===== config.mk =====
export PLATFORM = sky130hd
export DESIGN_NAME = uart_wb_arbiter
export DESIGN_NICKNAME = d
export VERILOG_FILES = /design/src/rtl/uart_wb_arbiter.sv
export SDC_FILE = /design/constraint.sdc
export NUM_CORES = 1
export LEC_CHECK = 0
export BUFFER_PORTS_ARGS = -buffer_cell sky130_fd_sc_hd__buf_2
export CORE_AREA = 2 2 123 125
export CTS_CLUSTER_DIAMETER = 100
export DETAILED_ROUTE_END_ITERATION = 6
export DIE_AREA = 0 0 125 127
export GPL_TIMING_DRIVEN = 0
export PLACE_DENSITY_LB_ADDON = 0.15
export RECOVER_POWER = 50
export SYNTH_ARGS = -nofsm -noshare
export SYNTH_HDL_FRONTEND = slang
export SYNTH_SLANG_ARGS = --single-unit

===== constraint.sdc =====
create_clock -name CLK_I -period 1.8 [get_ports CLK_I]
set_clock_uncertainty 0.1 [all_clocks]
set_input_delay 0.09 -clock CLK_I [delete_from_list [all_inputs] [get_ports CLK_I]]
set_output_delay 0.09 -clock CLK_I [all_outputs]
set_load 0.005 [all_outputs]

===== src/rtl/uart_wb_arbiter.sv =====
// Round-robin two-master Wishbone arbiter in front of the uart_8250 slave port.
// A grant is held for the owner's whole CYC period, and a watchdog aborts a transfer the slave never ACKs.
module uart_wb_arbiter #(
   parameter int TO_W    = 8,
   parameter int TIMEOUT = 255
) (
   input  logic        CLK_I,
   input  logic        RST_I,
   input  logic [31:0] M0_ADR_I,
   input  logic [31:0] M0_DAT_I,
   output logic [31:0] M0_DAT_O,
   input  logic        M0_WE_I,
   input  logic [3:0]  M0_SEL_I,
   input  logic        M0_STB_I,
   input  logic        M0_CYC_I,
   output logic        M0_ACK_O,
   output logic        M0_ERR_O,
   input  logic [31:0] M1_ADR_I,
   input  logic [31:0] M1_DAT_I,
   output logic [31:0] M1_DAT_O,
   input  logic        M1_WE_I,
   input  logic [3:0]  M1_SEL_I,
   input  logic        M1_STB_I,
   input  logic        M1_CYC_I,
   output logic        M1_ACK_O,
   output logic        M1_ERR_O,
   output logic [31:0] S_ADR_O,
   output logic [31:0] S_DAT_O,
   input  logic [31:0] S_DAT_I,
   output logic        S_WE_O,
   output logic [3:0]  S_SEL_O,
   output logic        S_STB_O,
   output logic        S_CYC_O,
   input  logic        S_ACK_I,
   output logic [1:0]  GNT_O
);
   typedef enum logic [1:0] {IDLE, OWN, ABORT} state_t;

   localparam logic [TO_W-1:0] WD_LAST = TO_W'(TIMEOUT - 1);

   state_t          state_q, state_d;
   logic [1:0]      gnt_q, gnt_d;
   logic            last_q, last_d;
   logic [TO_W-1:0] wdog_q, wdog_d;

   logic            own;
   logic [31:0]     o_adr, o_dat;
   logic [3:0]      o_sel;
   logic            o_we, o_stb, o_cyc;
   logic            ack, err;

   // Owner index: 1 when master 1 holds the bus
   assign own   = gnt_q[1];
   assign o_adr = own ? M1_ADR_I : M0_ADR_I;
   assign o_dat = own ? M1_DAT_I : M0_DAT_I;
   assign o_sel = own ? M1_SEL_I : M0_SEL_I;
   assign o_we  = own ? M1_WE_I  : M0_WE_I;
   assign o_stb = own ? M1_STB_I : M0_STB_I;
   assign o_cyc = own ? M1_CYC_I : M0_CYC_I;
   assign GNT_O = gnt_q;

   always_ff @(posedge CLK_I or negedge RST_I) begin
      if (!RST_I) begin
         state_q <= IDLE;
         gnt_q   <= 2'b00;
         last_q  <= 1'b1;
         wdog_q  <= '0;
      end else begin
         state_q <= state_d;
         gnt_q   <= gnt_d;
         last_q  <= last_d;
         wdog_q  <= wdog_d;
      end
   end

   always_comb begin
      state_d = state_q;
      gnt_d   = gnt_q;
      last_d  = last_q;
      wdog_d  = '0;
      case (state_q)
         IDLE: begin
            if (M0_CYC_I && M1_CYC_I) gnt_d = last_q ? 2'b01 : 2'b10;
            else if (M0_CYC_I)        gnt_d = 2'b01;
            else if (M1_CYC_I)        gnt_d = 2'b10;
            if (M0_CYC_I || M1_CYC_I) state_d = OWN;
         end
         OWN: begin
            if (!o_cyc) begin
               state_d = IDLE;
               gnt_d   = 2'b00;
               last_d  = own;
            end else if (o_stb && !S_ACK_I) begin
               // An ACK in the limit cycle takes this branch's else, so it wins
               if (wdog_q == WD_LAST) state_d = ABORT;
               else                   wdog_d  = wdog_q + TO_W'(1);
            end
         end
         ABORT: begin
            if (!o_cyc) begin
               state_d = IDLE;
               gnt_d   = 2'b00;
               last_d  = own;
            end
         end
         default: begin
            state_d = IDLE;
            gnt_d   = 2'b00;
         end
      endcase
   end

   always_comb begin
      S_ADR_O  = '0;
      S_DAT_O  = '0;
      S_WE_O   = 1'b0;
      S_SEL_O  = '0;
      S_STB_O  = 1'b0;
      S_CYC_O  = 1'b0;
      M0_ACK_O = 1'b0;
      M0_ERR_O = 1'b0;
      M0_DAT_O = '0;
      M1_ACK_O = 1'b0;
      M1_ERR_O = 1'b0;
      M1_DAT_O = '0;
      ack      = 1'b0;
      err      = 1'b0;
      if (state_q != IDLE) begin
         S_ADR_O = o_adr;
         S_DAT_O = o_dat;
         S_WE_O  = o_we;
         S_SEL_O = o_sel;
      end
      if (state_q == OWN) begin
         S_STB_O = o_stb;
         S_CYC_O = o_cyc;
         ack     = S_ACK_I & o_stb;
         if (own) begin
            M1_ACK_O = ack;
            M1_DAT_O = S_DAT_I;
         end else begin
            M0_ACK_O = ack;
            M0_DAT_O = S_DAT_I;
         end
      end
      if (state_q == ABORT) begin
         err = o_stb;
         if (own) M1_ERR_O = err;
         else     M0_ERR_O = err;
      end
   end
endmodule


# After elaboration in Yosys (flattened, before gate mapping)
# Index checks and enable logic that the tools add are counted.
[totals]
n_memories = 0
mem_bits_rw = 0
latchBits = 0
output_inout_bits = 141
ff_bits = 13
inputBits = 177
mem_bits_ro = 0
[op_classes]
n_reduce_logical = 10
muxes = 39
bitwise_logic = 2
n_eq_ne = 9
n_addsub = 1
order_cmp = 0
div = 0
n_shift = 0
mul = 0
[ops]
columns = ["op", "n"]
rows = [
  ["32-bit 2-to-1 mux", 8],
  ["8-bit 2-to-1 mux", 4],
  ["2-bit 2-to-1 mux", 9],
  ["1-bit 2-to-1 mux", 14],
  ["8-bit by 1-bit adder with 8-bit output (second input constant)", 1],
  ["8-bit equality test (second input constant)", 1],
  ["4-bit 2-to-1 mux", 2],
  ["2-bit != test (second input constant)", 3],
  ["3-bit != test (second input constant)", 2],
  ["2-bit one-hot mux with 3 select lines", 1],
  ["4-bit != test (second input constant)", 1],
  ["2-bit one-hot mux with 2 select lines", 1],
  ["2-bit AND reduction", 2],
  ["4-bit AND reduction", 1],
  ["2-bit by 1-bit equality test with 1-bit output (second input constant)", 1],
  ["2-bit equality test (second input constant)", 1],
  ["1-bit logical AND", 2],
  ["2-bit logical NOT", 1],
  ["2-bit nonzero test", 1],
  ["2-bit OR reduction", 1],
  ["1-bit bitwise AND", 1],
  ["1-bit logical NOT", 1],
  ["1-bit logical OR", 1],
  ["1-bit inverter", 1],
]

# Logic depth before layout (Yosys ltp)
# Gate-level depths: netlist of run 1.
[depth]
depth_word = 5
depth_mapped = 7
depth_no_buf = 6

# Worst setup path after synthesis of run 1
# OpenSTA, ideal clock, no wires.
[synth_timing]
path_type = "register to register"
start = "reg gnt_q[1], in the netlist GNT_O[1]"
end = "reg wdog_q[2]"
t_arrival_ps = 1553
setup_ps = 71
period_less_slack_ps = 1724
n_path_buf = 2
slack_ps = 76
path_stages_with_launch = 7
required_ps = 1629
path_cell_list = "dfrtp_1 -> buf_4 -> mux2_4 -> nand2_1 -> or4_1 -> buf_2 -> nor2_1"
[synth_between]
elab_chain_len = 5
word_cells_on_any_way = 6
cone_classes = "mux: 5; reduce/logical: 1"
[synth_lines]
columns = ["item", "line_no", "text"]
rows = [
  ["from (decl)", "42", "logic [1:0] gnt_q, gnt_d;"],
  ["from (signal assigned)", "70", "gnt_q <= gnt_d;"],
  ["1-bit 2-to-1 mux", "58", "assign o_stb = own ? M1_STB_I : M0_STB_I;"],
  ["1-bit logical AND", "93", "end else if (o_stb && !S_ACK_I) begin"],
  ["8-bit 2-to-1 mux", "93", ""],
  ["8-bit 2-to-1 mux (*)", "89", "if (!o_cyc) begin"],
  ["8-bit 2-to-1 mux (*)", "81", "case (state_q)"],
  ["via wdog_d[2]", "44", "logic [TO_W-1:0] wdog_q, wdog_d;"],
  ["to (signal assigned)", "72", "wdog_q <= wdog_d;"],
  ["to (decl)", "44", ""],
]
# The timed path passes the listed nets; every way through them passes the cells marked *.
# A chain may end at the register's enable or synchronous reset.

# Final worst setup path of run 1
[layout_timing]
start = "reg gnt_q[1], in the netlist GNT_O[1]"
end = "reg wdog_q[6]"
# The elaborated chain is that of the path after synthesis.

==> out/metrics.yaml, run 1 <==
run_status:
  outcome: "finished, final reports clean"
setup_path:
  setup.worst_path.start_class: "flip-flop"
  timing.critical_path.slowest_stage_cell: "sky130_fd_sc_hd__or4_4"
  worstSetupEndpointType: "flip-flop"
  worst-endpoint-arrival_ns: 1.86
  cpPeakStageDelay_ns: 0.66
  critical_path_required_ns: 1.87
  critical_path_class: "flip-flop to flip-flop"
  path_cells: "buf_8, mux2_4, nand2_2, or4_4, nor2_1"
  crit_path_max_fanout: 10
final_layout:
  fillCellCount: 1586
  multi_input_comb_area_um2: 1863
  final_common_cell: "sky130_fd_sc_hd__buf_2"
  layout_common_cells: "sky130_fd_sc_hd__buf_2, sky130_fd_sc_hd__nor2_1, sky130_fd_sc_hd__mux2i_1"
  layout.cells.non_filler: 824
  area.sequential_um2: 326.6
  design.final.nets: 822
  finalInstanceArea_um2: 4513
  drive_above_1_share_pct: 58.78
  area_growth_pct: 103.2
global_routing:
  grt_max_degree: 14
  overflow: 0
  grtUsageTotal_pct: 13.51
  grt_pass1_wl_um: 17570
  number_of_antenna_violations_at_the_first_check_in_global_routing: 2
  number_of_global_route_vias_before_repair: 3249
clock_tree:
  clk_transition_reported_paths_ns: 0.04
  insertion_delay_ns: 0.24
  cts_inserted_buffers: 3
  max-clock-path-buffers: 2
  clock_sinks: 13
  cts_tree: "done"
  cts.root.buffer_cell: "sky130_fd_sc_hd__clkbuf_16"
  cts_max_level: 1
routing:
  drcViolationCount: 0
  antenna_violating_nets_post_route: 0
  routed_wirelength_um: 12240
  drt_iter0_drc: 85
  wl_per_cell_um: 14.86
  dr.pass1.iters: 4
  viasPerCell: 4.100
  detailroute.via_count: 3378
power_and_ir_drop:
  vdd_drop_max_v: 0.0004109
  total_switching_power_mw: 2.526
  cell_leakage_power_nw: 2.678
  pint_mw: 3.229
  pd_cells_nw_per_um2: 1275
  power.clock.fraction_pct: 7.1
  sw_frac_of_total_pct: 43.90
  power_frac_seq_pct: 6.8
  share_of_total_power_in_combinational_logic_pct: 86.1
sta:
  minimum_setup_slack_in_the_final_design_ns: 0.007966
  slew-limit-headroom_pct: 52.71
  final_period_minus_worst_setup_slack_ns: 1.792
  totalNegativeSetupSlack_ns: 0
  final.hold.worst_slack_ns: 0.1296
  fmax_mhz: 558.0
  rsz0062_at_grt: "true"
  tightest_slew_ns: 0.7094
  final_max_slew_viol_count: 0
  timing_hold_violations_final: 0
  setup_violators_final: 0
  post-route-period-util_pct: 99.56
logic_synthesis:
  synth_warnings: 0
  synthDistinctLibCells: 31
  synth_cells: 308
  synth_area_per_inst_um2: 7.211
  syn_nets: 491
  post_synth_instance_area_um2: 2221
  ys_ff_latch: 13
  synth-seq-area-share_pct: 14.70
die:
  floorplan.die.width_um: 125
  core_area_um2: 14420
  ioPinCount: 318
  start_util_pct: 15.40
  die_y_um: 127
  rows: 44
  die_area_um2: 15880
placed_design:
  port_buffers: 317
  worst_setup_slack_after_placement_ns: -0.4321
  dp.final_hpwl_um: 10370
  placed_cells_incl_taps: 809
  globalplace.congestion: 0.8622
  total_placed_instance_area_um2: 4038
job:
  drv.max_cap_violation_count: 0
min_path:
  hold_path.class: "input pin to flip-flop"
## power groups by stage
stage	Combinational [mW]	Clock [mW]	Sequential, mW
after floorplan	2.30	0	0.383
after global placement	4.12	0	0.385
after detailed placement	4.14	0	0.387
after CTS	4.46	0.420	0.391
after global routing	5.41	0.438	0.402
final	4.95	0.407	0.394
## cells in the mapped netlist (all sizes together)
master	count	area [um2]
dfrtp	12	300.3
or4	1	7.510
ha	6	75.07
xnor2	4	35.03
o21ai	3	15.01
nor2	81	304.0
and4	1	8.760
a32o	2	20.02
nor3	1	5.000
inv	6	22.52
nand2b	2	12.51
clkbuf	17	63.81
buf	10	51.30
nand4	1	6.260
and3	34	212.7
a21oi	4	20.02
mux2	2	26.27
and3b	1	8.760
nor4	1	6.260
xor2	2	17.52
nand2	5	18.77
a2bb2oi	1	8.760
o2bb2ai	1	8.760
nor2b	2	12.51
nand3	4	20.02
dfstp	1	26.28
mux2i	70	700.7
and2	33	206.5
## cell type report
cell class	count	share of cell area, %
multi-input cells	262	41.28
repair buffers	328	39.42
flip-flops and latches	13	7.236
well taps	184	5.101
plain buffers	25	4.602
clock buffers	4	1.747
inverters	6	0.4990
diodes	2	0.1109
## metrics by stage
step                total power, mW  utilization (%)
floorplan                     2.682                -
global placement              4.502            27.99
detailed placement            4.526            27.99
CTS                           5.273            29.48
global route                  6.250            31.29
finish                        5.755            31.29
## state kept, by name, indices dropped and copies added (netlist names)
signal and count:
wdog_q 8, state_q 2, GNT_O 2, last_q 1
## kinds of logic after synthesis
group / share of synthesized area [%]
mux: 32.73
flops: 14.70
xor+xnor: 2.366
fa+ha+maj: 3.380
buf+inv: 6.197
simple gates: 37.35
compound gates: 3.268
## per-layer routing
layer | GRT usage [%] | vias to the layer above | part of all wire, %
li1 | - | 1703 | -
met1 | 15.41 | 1517 | 39
met2 | 26.44 | 146 | 54
met3 | 2.136 | 12 | 6.0
met4 | 2.810 | 0 | 1.6
met5 | 0 | - | 0
## timing repair
| action | 4_1_cts | 5_1_grt |
|---|---|---|
| cloned | 0 | 3 |
| hold buffers | 1 | 0 |
| gates resized for setup | 39 | 53 |
| setup buffers | 1 | 6 |
| pin swaps | 1 | 13 |
| setup endpoints to repair | 144 | 138 |
| hold endpoints to repair | 13 | 0 |
## final timing paths
kind	start	endpoint	slack, ns	depth (start not counted)
worst min register to register	wdog_q[0]$_DFF_PN0_	wdog_q[0]$_DFF_PN0_	0.42	1
worst max register to register	GNT_O[1]$_DFFE_PN0P_	wdog_q[6]$_DFF_PN0_	0.008	5
worst min-delay path	M1_CYC_I	GNT_O[1]$_DFFE_PN0P_	0.13	2
min in group asynchronous	RST_I	wdog_q[2]$_DFF_PN0_	0.31	2
worst max-delay path	GNT_O[1]$_DFFE_PN0P_	wdog_q[6]$_DFF_PN0_	0.008	5
max in group asynchronous	RST_I	GNT_O[0]$_DFFE_PN0P_	0.84	2
## critical path, delay by kind of cell (launching register included)
family,cells,cell delay (ns)
buffers and inverters,1,0.15
DFF,1,0.39
muxes,1,0.22
and+or+nand+nor,3,0.86
Note: power is estimated with default switching activity, not from simulation.
==> run 2, diff against run 1 <==
- BUFFER_PORTS_ARGS: -buffer_cell sky130_fd_sc_hd__buf_2 -> -buffer_cell sky130_fd_sc_hd__buf_4
==> out/metrics.yaml, run 2 (synthesized netlist as in run 1, its figures left out) <==
run_status:
  outcome: "finished with violations"  # was finished, final reports clean
  violations: "negative setup slack"
final_layout:
  drive_above_1_share_pct: 59.72  # was 58.78%
  layout_common_cells: "sky130_fd_sc_hd__buf_4, sky130_fd_sc_hd__nor2_1, sky130_fd_sc_hd__mux2i_1"  # was sky130_fd_sc_hd__buf_2, sky130_fd_sc_hd__nor2_1, sky130_fd_sc_hd__mux2i_1
  largest_reg_flops: 8  # unchanged
  design.final.nets: 832  # was 822
  antenna_cells: 0  # was 2
  finalInstanceArea_um2: 5340  # was 4513 um2
  registers.top_by_ff_count: "wdog_q"  # unchanged
  finalCoreUtilization_pct: 37.02  # was 31.29%
  layout.cells.non_filler: 832  # was 824
  area_growth_pct: 140.5  # was 103.2%
  final_common_cell: "sky130_fd_sc_hd__buf_4"  # was sky130_fd_sc_hd__buf_2
sta:
  setup_violators_final: 1  # was 0
  rsz0062_at_grt: "true"  # unchanged
  timing_hold_violations_final: 0  # unchanged
  slew-limit-headroom_pct: 52.50  # was 52.71%
  final.hold.worst_slack_ns: 0.06893  # was 0.1296 ns
  post-route-period-util_pct: 100.3  # was 99.56%
  tightest_slew_ns: 0.7125  # was 0.7094 ns
  final_max_slew_viol_count: 0  # unchanged
  fmax_mhz: 553.9  # was 558.0 MHz
  final_period_minus_worst_setup_slack_ns: 1.805  # was 1.792 ns
  minimum_setup_slack_in_the_final_design_ns: -0.005350  # was 0.007966 ns
clock_tree:
  cts_inserted_buffers: 3  # unchanged
  clk_transition_reported_paths_ns: 0.04  # about the same
  cts_max_level: 1  # unchanged
  cts.root.buffer_cell: "sky130_fd_sc_hd__clkbuf_16"  # unchanged
  max-clock-path-buffers: 2  # unchanged
  cts_tree: "done"  # unchanged
  clock_sinks: 13  # unchanged
  insertion_delay_ns: 0.24  # about the same
routing:
  dr.pass1.iters: 4  # unchanged
  drcViolationCount: 0  # unchanged
  detailroute.via_count: 3460  # was 3378
  viasPerCell: 4.159  # was 4.100
  antenna_violating_nets_post_route: 0  # unchanged
  drt_iter0_drc: 119  # was 85
  wl_per_cell_um: 15.86  # was 14.86 um
  routed_wirelength_um: 13200  # was 12240 um
setup_path:
  timing.critical_path.slowest_stage_cell: "sky130_fd_sc_hd__dfrtp_1"  # was sky130_fd_sc_hd__or4_4
  regToRegStartpoint: "state_q[1]$_DFFE_PN0P_"  # was GNT_O[1]$_DFFE_PN0P_
  reg2reg_depth: 6  # was 5
  crit_path_max_fanout: 6  # was 10
  cpPeakStageDelay_ns: 0.39  # was 0.66 ns
  worstSetupEndpointType: "output pin"  # was flip-flop
  path_cells: "inv_2, ha_4, nor2b_4, buf_4, buf_4, and2_1, buf_4"  # was buf_8, mux2_4, nand2_2, or4_4, nor2_1
  setup.worst_path.start_class: "flip-flop"  # unchanged
  worst-endpoint-arrival_ns: 1.62  # was 1.86 ns
  crit_path_frequent_cell: "sky130_fd_sc_hd__buf_4"
  critical_path_class: "flip-flop to output pin"  # was flip-flop to flip-flop
  critical_path_required_ns: 1.61  # was 1.87 ns
  worst_setup_path_startpoint: "state_q[1]$_DFFE_PN0P_"  # was GNT_O[1]$_DFFE_PN0P_
min_path:
  hold_path.class: "input pin to flip-flop"  # unchanged
  min_from: "M1_CYC_I"  # unchanged
  min_delay_path_depth: 2  # unchanged
placed_design:
  total_placed_instance_area_um2: 4831  # was 4038 um2
  dp.final_hpwl_um: 11080  # was 10370 um
  globalplace.congestion: 0.8337  # was 0.8622
  port_buffers: 317  # unchanged
  placed_cells_incl_taps: 809  # unchanged
  worst_setup_slack_after_placement_ns: -0.3885  # was -0.4321 ns
power_and_ir_drop:
  pd_cells_nw_per_um2: 1216  # was 1275 nW/um2
  vdd_drop_max_v: 0.0004667  # was 0.0004109 V
  cell_leakage_power_nw: 2.907  # was 2.678 nW
global_routing:
  number_of_global_route_vias_before_repair: 3387  # was 3249
  number_of_antenna_violations_at_the_first_check_in_global_routing: 0  # was 2
  overflow: 0  # unchanged
  grt_max_degree: 14  # unchanged
  grt_pass1_wl_um: 18990  # was 17570 um
  grtUsageTotal_pct: 14.73  # was 13.51%
die:
  ioPinCount: 318  # unchanged
  core_area_um2: 14420  # unchanged
  rows: 44  # unchanged
  die_y_um: 127  # unchanged
  die_area_um2: 15880  # unchanged
  floorplan.die.width_um: 125  # unchanged
  start_util_pct: 15.40  # unchanged
job:
  drv.max_cap_violation_count: 0  # unchanged
run 2: cell types whose count changed in the layout (fill, tap and decap cells not counted), sizes merged:
cell / before / now
buf: 337 / 347
diode: 2 / 0
clkbuf: 19 / 18
nor2b: 2 / 3
run 2: cell type report:
cell class	count	area [um2]
plain buffers	25	211.5
clock buffers	4	78.83
flip-flops and latches	13	326.6
inverters	6	22.52
well taps	184	230.2
repair buffers	337	2566
fillers	1533	9084
multi-input cells	263	1904
run 2: final timing paths:
path,endpoint,slack (ns)
worst max register to register,wdog_q[1]$_DFF_PN0_,0.03
min in group asynchronous,wdog_q[3]$_DFF_PN0_,0.31
worst min register to register,wdog_q[0]$_DFF_PN0_,0.41
worst min-delay path,GNT_O[1]$_DFFE_PN0P_,0.07
max in group asynchronous,GNT_O[0]$_DFFE_PN0P_,0.84
worst max-delay path,M0_DAT_O[0],-0.005
run 2: repair_timing:
action                     CTS  global route
setup endpoints to repair  145           140
hold endpoints to repair    13             0
hold buffers                 1             0
gates cloned                 0             4
resized for setup           39            65
pin swaps                    1            10
setup buffers                6            10
run 2: routing by layer:
layer	GRT usage, %	part of all wire [%]	vias to the layer above
met5	0	0	-
met4	2.876	1.3	0
met1	17.46	39	1596
met3	1.801	5.2	8
li1	-	-	1718
met2	28.52	54	138
run 2: per-stage QoR:
step	total power, mW	setup TNS, ns
finish	6.493	-0.005350
global route	6.994	-0.3255
CTS	6.076	-0.4263
detailed placement	5.264	-23.44
global placement	5.237	-19.19
floorplan	2.682	0
run 2: critical path: cells and delay by family (launching register included):
family | cells | cell delay [ns]
simple gates | 2 | 0.35
flops | 1 | 0.39
fa+ha+maj | 1 | 0.19
buf+inv | 4 | 0.44
run 2: where the power goes:
part,internal [mW],switching [mW],total [mW]
Combinational,3.21,2.48,5.69
Sequential,0.348,0.0453,0.393
Clock,0.298,0.114,0.412
Total,3.85,2.64,6.49
==> run 3, diff against run 2 <==
--- a/constraint.sdc
+++ b/constraint.sdc
@@ -3,3 +3,3 @@
 set_input_delay 0.09 -clock CLK_I [delete_from_list [all_inputs] [get_ports CLK_I]]
 set_output_delay 0.09 -clock CLK_I [all_outputs]
-set_load 0.005 [all_outputs]
+set_load 0.05 [all_outputs]
==> out/metrics.yaml, run 3 (synthesized netlist as in run 1, its figures left out) <==
power_and_ir_drop:
  sw_frac_of_total_pct: 58.62  # was 40.68%
  power_frac_seq_pct: 3.3  # was 6.1%
  pd_cells_nw_per_um2: 1962  # was 1216 nW/um2
  cell_leakage_power_nw: 3.021  # was 2.907 nW
  total_power_mw: 12.06  # was 6.493 mW
  vdd_drop_max_v: 0.0007542  # was 0.0004667 V
  power.clock.fraction_pct: 3.4  # was 6.3%
  total_switching_power_mw: 7.067  # was 2.641 mW
  share_of_total_power_in_combinational_logic_pct: 93.2  # was 87.6%
  pint_mw: 4.989  # was 3.851 mW
setup_path:
  worstSetupEndpointType: "output pin"  # unchanged
  critical_path_class: "flip-flop to output pin"  # unchanged
  crit_path_max_fanout: 10  # was 6
  setup.worst_path.start_class: "flip-flop"  # unchanged
  critical_path_required_ns: 1.61  # about the same
  worst-endpoint-arrival_ns: 1.61  # was 1.62 ns
sta:
  final_period_minus_worst_setup_slack_ns: 1.802  # was 1.805 ns
  setup_violators_final: 2  # was 1
  post-route-period-util_pct: 100.1  # was 100.3%
  slew-limit-headroom_pct: 51.89  # was 52.50%
  final_max_slew_viol_count: 0  # unchanged
  rsz0062_at_grt: "true"  # unchanged
  tightest_slew_ns: 0.7217  # was 0.7125 ns
  minimum_setup_slack_in_the_final_design_ns: -0.002299  # was -0.005350 ns
  totalNegativeSetupSlack_ns: -0.003757  # was -0.005350 ns
  timing_hold_violations_final: 0  # unchanged
  fmax_mhz: 554.8  # was 553.9 MHz
global_routing:
  grt_max_degree: 14  # unchanged
  grt_pass1_wl_um: 21560  # was 18990 um
  number_of_antenna_violations_at_the_first_check_in_global_routing: 0  # unchanged
  number_of_global_route_vias_before_repair: 3594  # was 3387
  grtUsageTotal_pct: 17.11  # was 14.73%
  overflow: 0  # unchanged
clock_tree:
  cts_tree: "done"  # unchanged
  cts_inserted_buffers: 3  # unchanged
  cts_max_level: 1  # unchanged
  max-clock-path-buffers: 2  # unchanged
  clk_transition_reported_paths_ns: 0.04  # about the same
  cts.root.buffer_cell: "sky130_fd_sc_hd__clkbuf_16"  # unchanged
  clock_sinks: 13  # unchanged
  insertion_delay_ns: 0.24  # about the same
routing:
  detailroute.via_count: 3447  # was 3460
  drcViolationCount: 0  # unchanged
  viasPerCell: 4.178  # was 4.159
  routed_wirelength_um: 14670  # was 13200 um
  drt_iter0_drc: 108  # was 119
  wl_per_cell_um: 17.78  # was 15.86 um
  antenna_violating_nets_post_route: 0  # unchanged
  dr.pass1.iters: 4  # unchanged
final_layout:
  registers.top_by_ff_count: "wdog_q"  # unchanged
  design.final.nets: 825  # was 832
  antenna_cells: 0  # unchanged
  finalCoreUtilization_pct: 42.61  # was 37.02%
  largest_reg_flops: 8  # unchanged
  drive_above_1_share_pct: 76.60  # was 59.72%
  final_common_cell: "sky130_fd_sc_hd__buf_4"  # unchanged
  finalInstanceArea_um2: 6146  # was 5340 um2
  area_growth_pct: 176.7  # was 140.5%
  layout.cells.non_filler: 825  # was 832
  layout_common_cells: "sky130_fd_sc_hd__buf_4, sky130_fd_sc_hd__nor2_2, sky130_fd_sc_hd__mux2i_1"  # was sky130_fd_sc_hd__buf_4, sky130_fd_sc_hd__nor2_1, sky130_fd_sc_hd__mux2i_1
placed_design:
  port_buffers: 317  # unchanged
  globalplace.congestion: 0.9292  # was 0.8337
  total_placed_instance_area_um2: 5160  # was 4831 um2
  dp.final_hpwl_um: 12370  # was 11080 um
  placed_cells_incl_taps: 809  # unchanged
die:
  die_y_um: 127  # unchanged
  rows: 44  # unchanged
  start_util_pct: 15.40  # unchanged
  floorplan.die.width_um: 125  # unchanged
  ioPinCount: 318  # unchanged
  die_area_um2: 15880  # unchanged
  core_area_um2: 14420  # unchanged
min_path:
  hold_path.class: "input pin to flip-flop"  # unchanged
run_status:
  violations: "negative setup slack"  # unchanged
  outcome: "finished with violations"  # unchanged
job:
  drv.max_cap_violation_count: 0  # unchanged
run 3: worst max-delay path, stage by stage (launching register included):
cell and delay, ns:
sky130_fd_sc_hd__dfrtp_2 0.42, sky130_fd_sc_hd__buf_12 0.16, sky130_fd_sc_hd__buf_12 0.15, sky130_fd_sc_hd__buf_16 0.17, sky130_fd_sc_hd__mux2i_4 0.20, sky130_fd_sc_hd__nor2_4 0.10
sky130_fd_sc_hd__buf_6 0.16
run 3: stage by stage:
step / hold slack (ns) / worst slack [ns]
floorplan: -0.3056 / -0.07927
global placement: -0.1527 / -0.4324
detailed placement: -0.1521 / -0.4379
CTS: 0.07704 / -0.01135
global route: 0.07155 / -0.06773
finish: 0.07323 / -0.002299
run 3: layout make-up:
class	count	area (um2)
Inverter	6	22.52
Sequential cell	13	327.8
Clock buffer	4	78.83
Timing Repair Buffer	333	2780
Buffer	23	302.8
Multi-Input combinational cell	262	2404
Fill cell	1438	8278
Tap cell	184	230.2
run 3: power groups by stage:
stage | Clock, mW | Sequential, mW | Combinational [mW]
global route | 0.443 | 0.407 | 11.7
CTS | 0.427 | 0.399 | 11.1
global placement | 0 | 0.391 | 9.43
finish | 0.415 | 0.402 | 11.2
detailed placement | 0 | 0.395 | 9.47
floorplan | 0 | 0.466 | 6.60
run 3: timing repair:
action | in CTS | in global routing
gates cloned | 3 | 0
resized for setup | 164 | 56
setup buffers | 11 | 1
setup endpoints to repair | 148 | 135
pin swaps | 8 | 4
endpoints found under the hold margin | 13 | 0
hold buffers | 1 | 0
run 3: worst paths after layout:
check / start / end / slack, ns / cells after the start
setup reg to reg: GNT_O[1]$_DFFE_PN0P_ / state_q[0]$_DFFE_PN0P_ / 0.01 / 6
hold / removal: M1_CYC_I / GNT_O[1]$_DFFE_PN0P_ / 0.07 / 2
setup / recovery: GNT_O[1]$_DFFE_PN0P_ / S_ADR_O[12] / -0.002 / 6
min in group asynchronous: RST_I / wdog_q[5]$_DFF_PN0_ / 0.31 / 2
hold reg to reg: wdog_q[0]$_DFF_PN0_ / wdog_q[0]$_DFF_PN0_ / 0.41 / 1
max in group asynchronous: RST_I / GNT_O[1]$_DFFE_PN0P_ / 0.78 / 2
run 3: layer usage:
metal | global-route usage, % | wire, um | vias to the layer above
li1 | - | - | 1714
met1 | 19.33 | 5473 | 1593
met2 | 33.02 | 8044 | 120
met3 | 2.680 | 745 | 20
met4 | 5.033 | 405 | 0
met5 | 0 | 0 | -
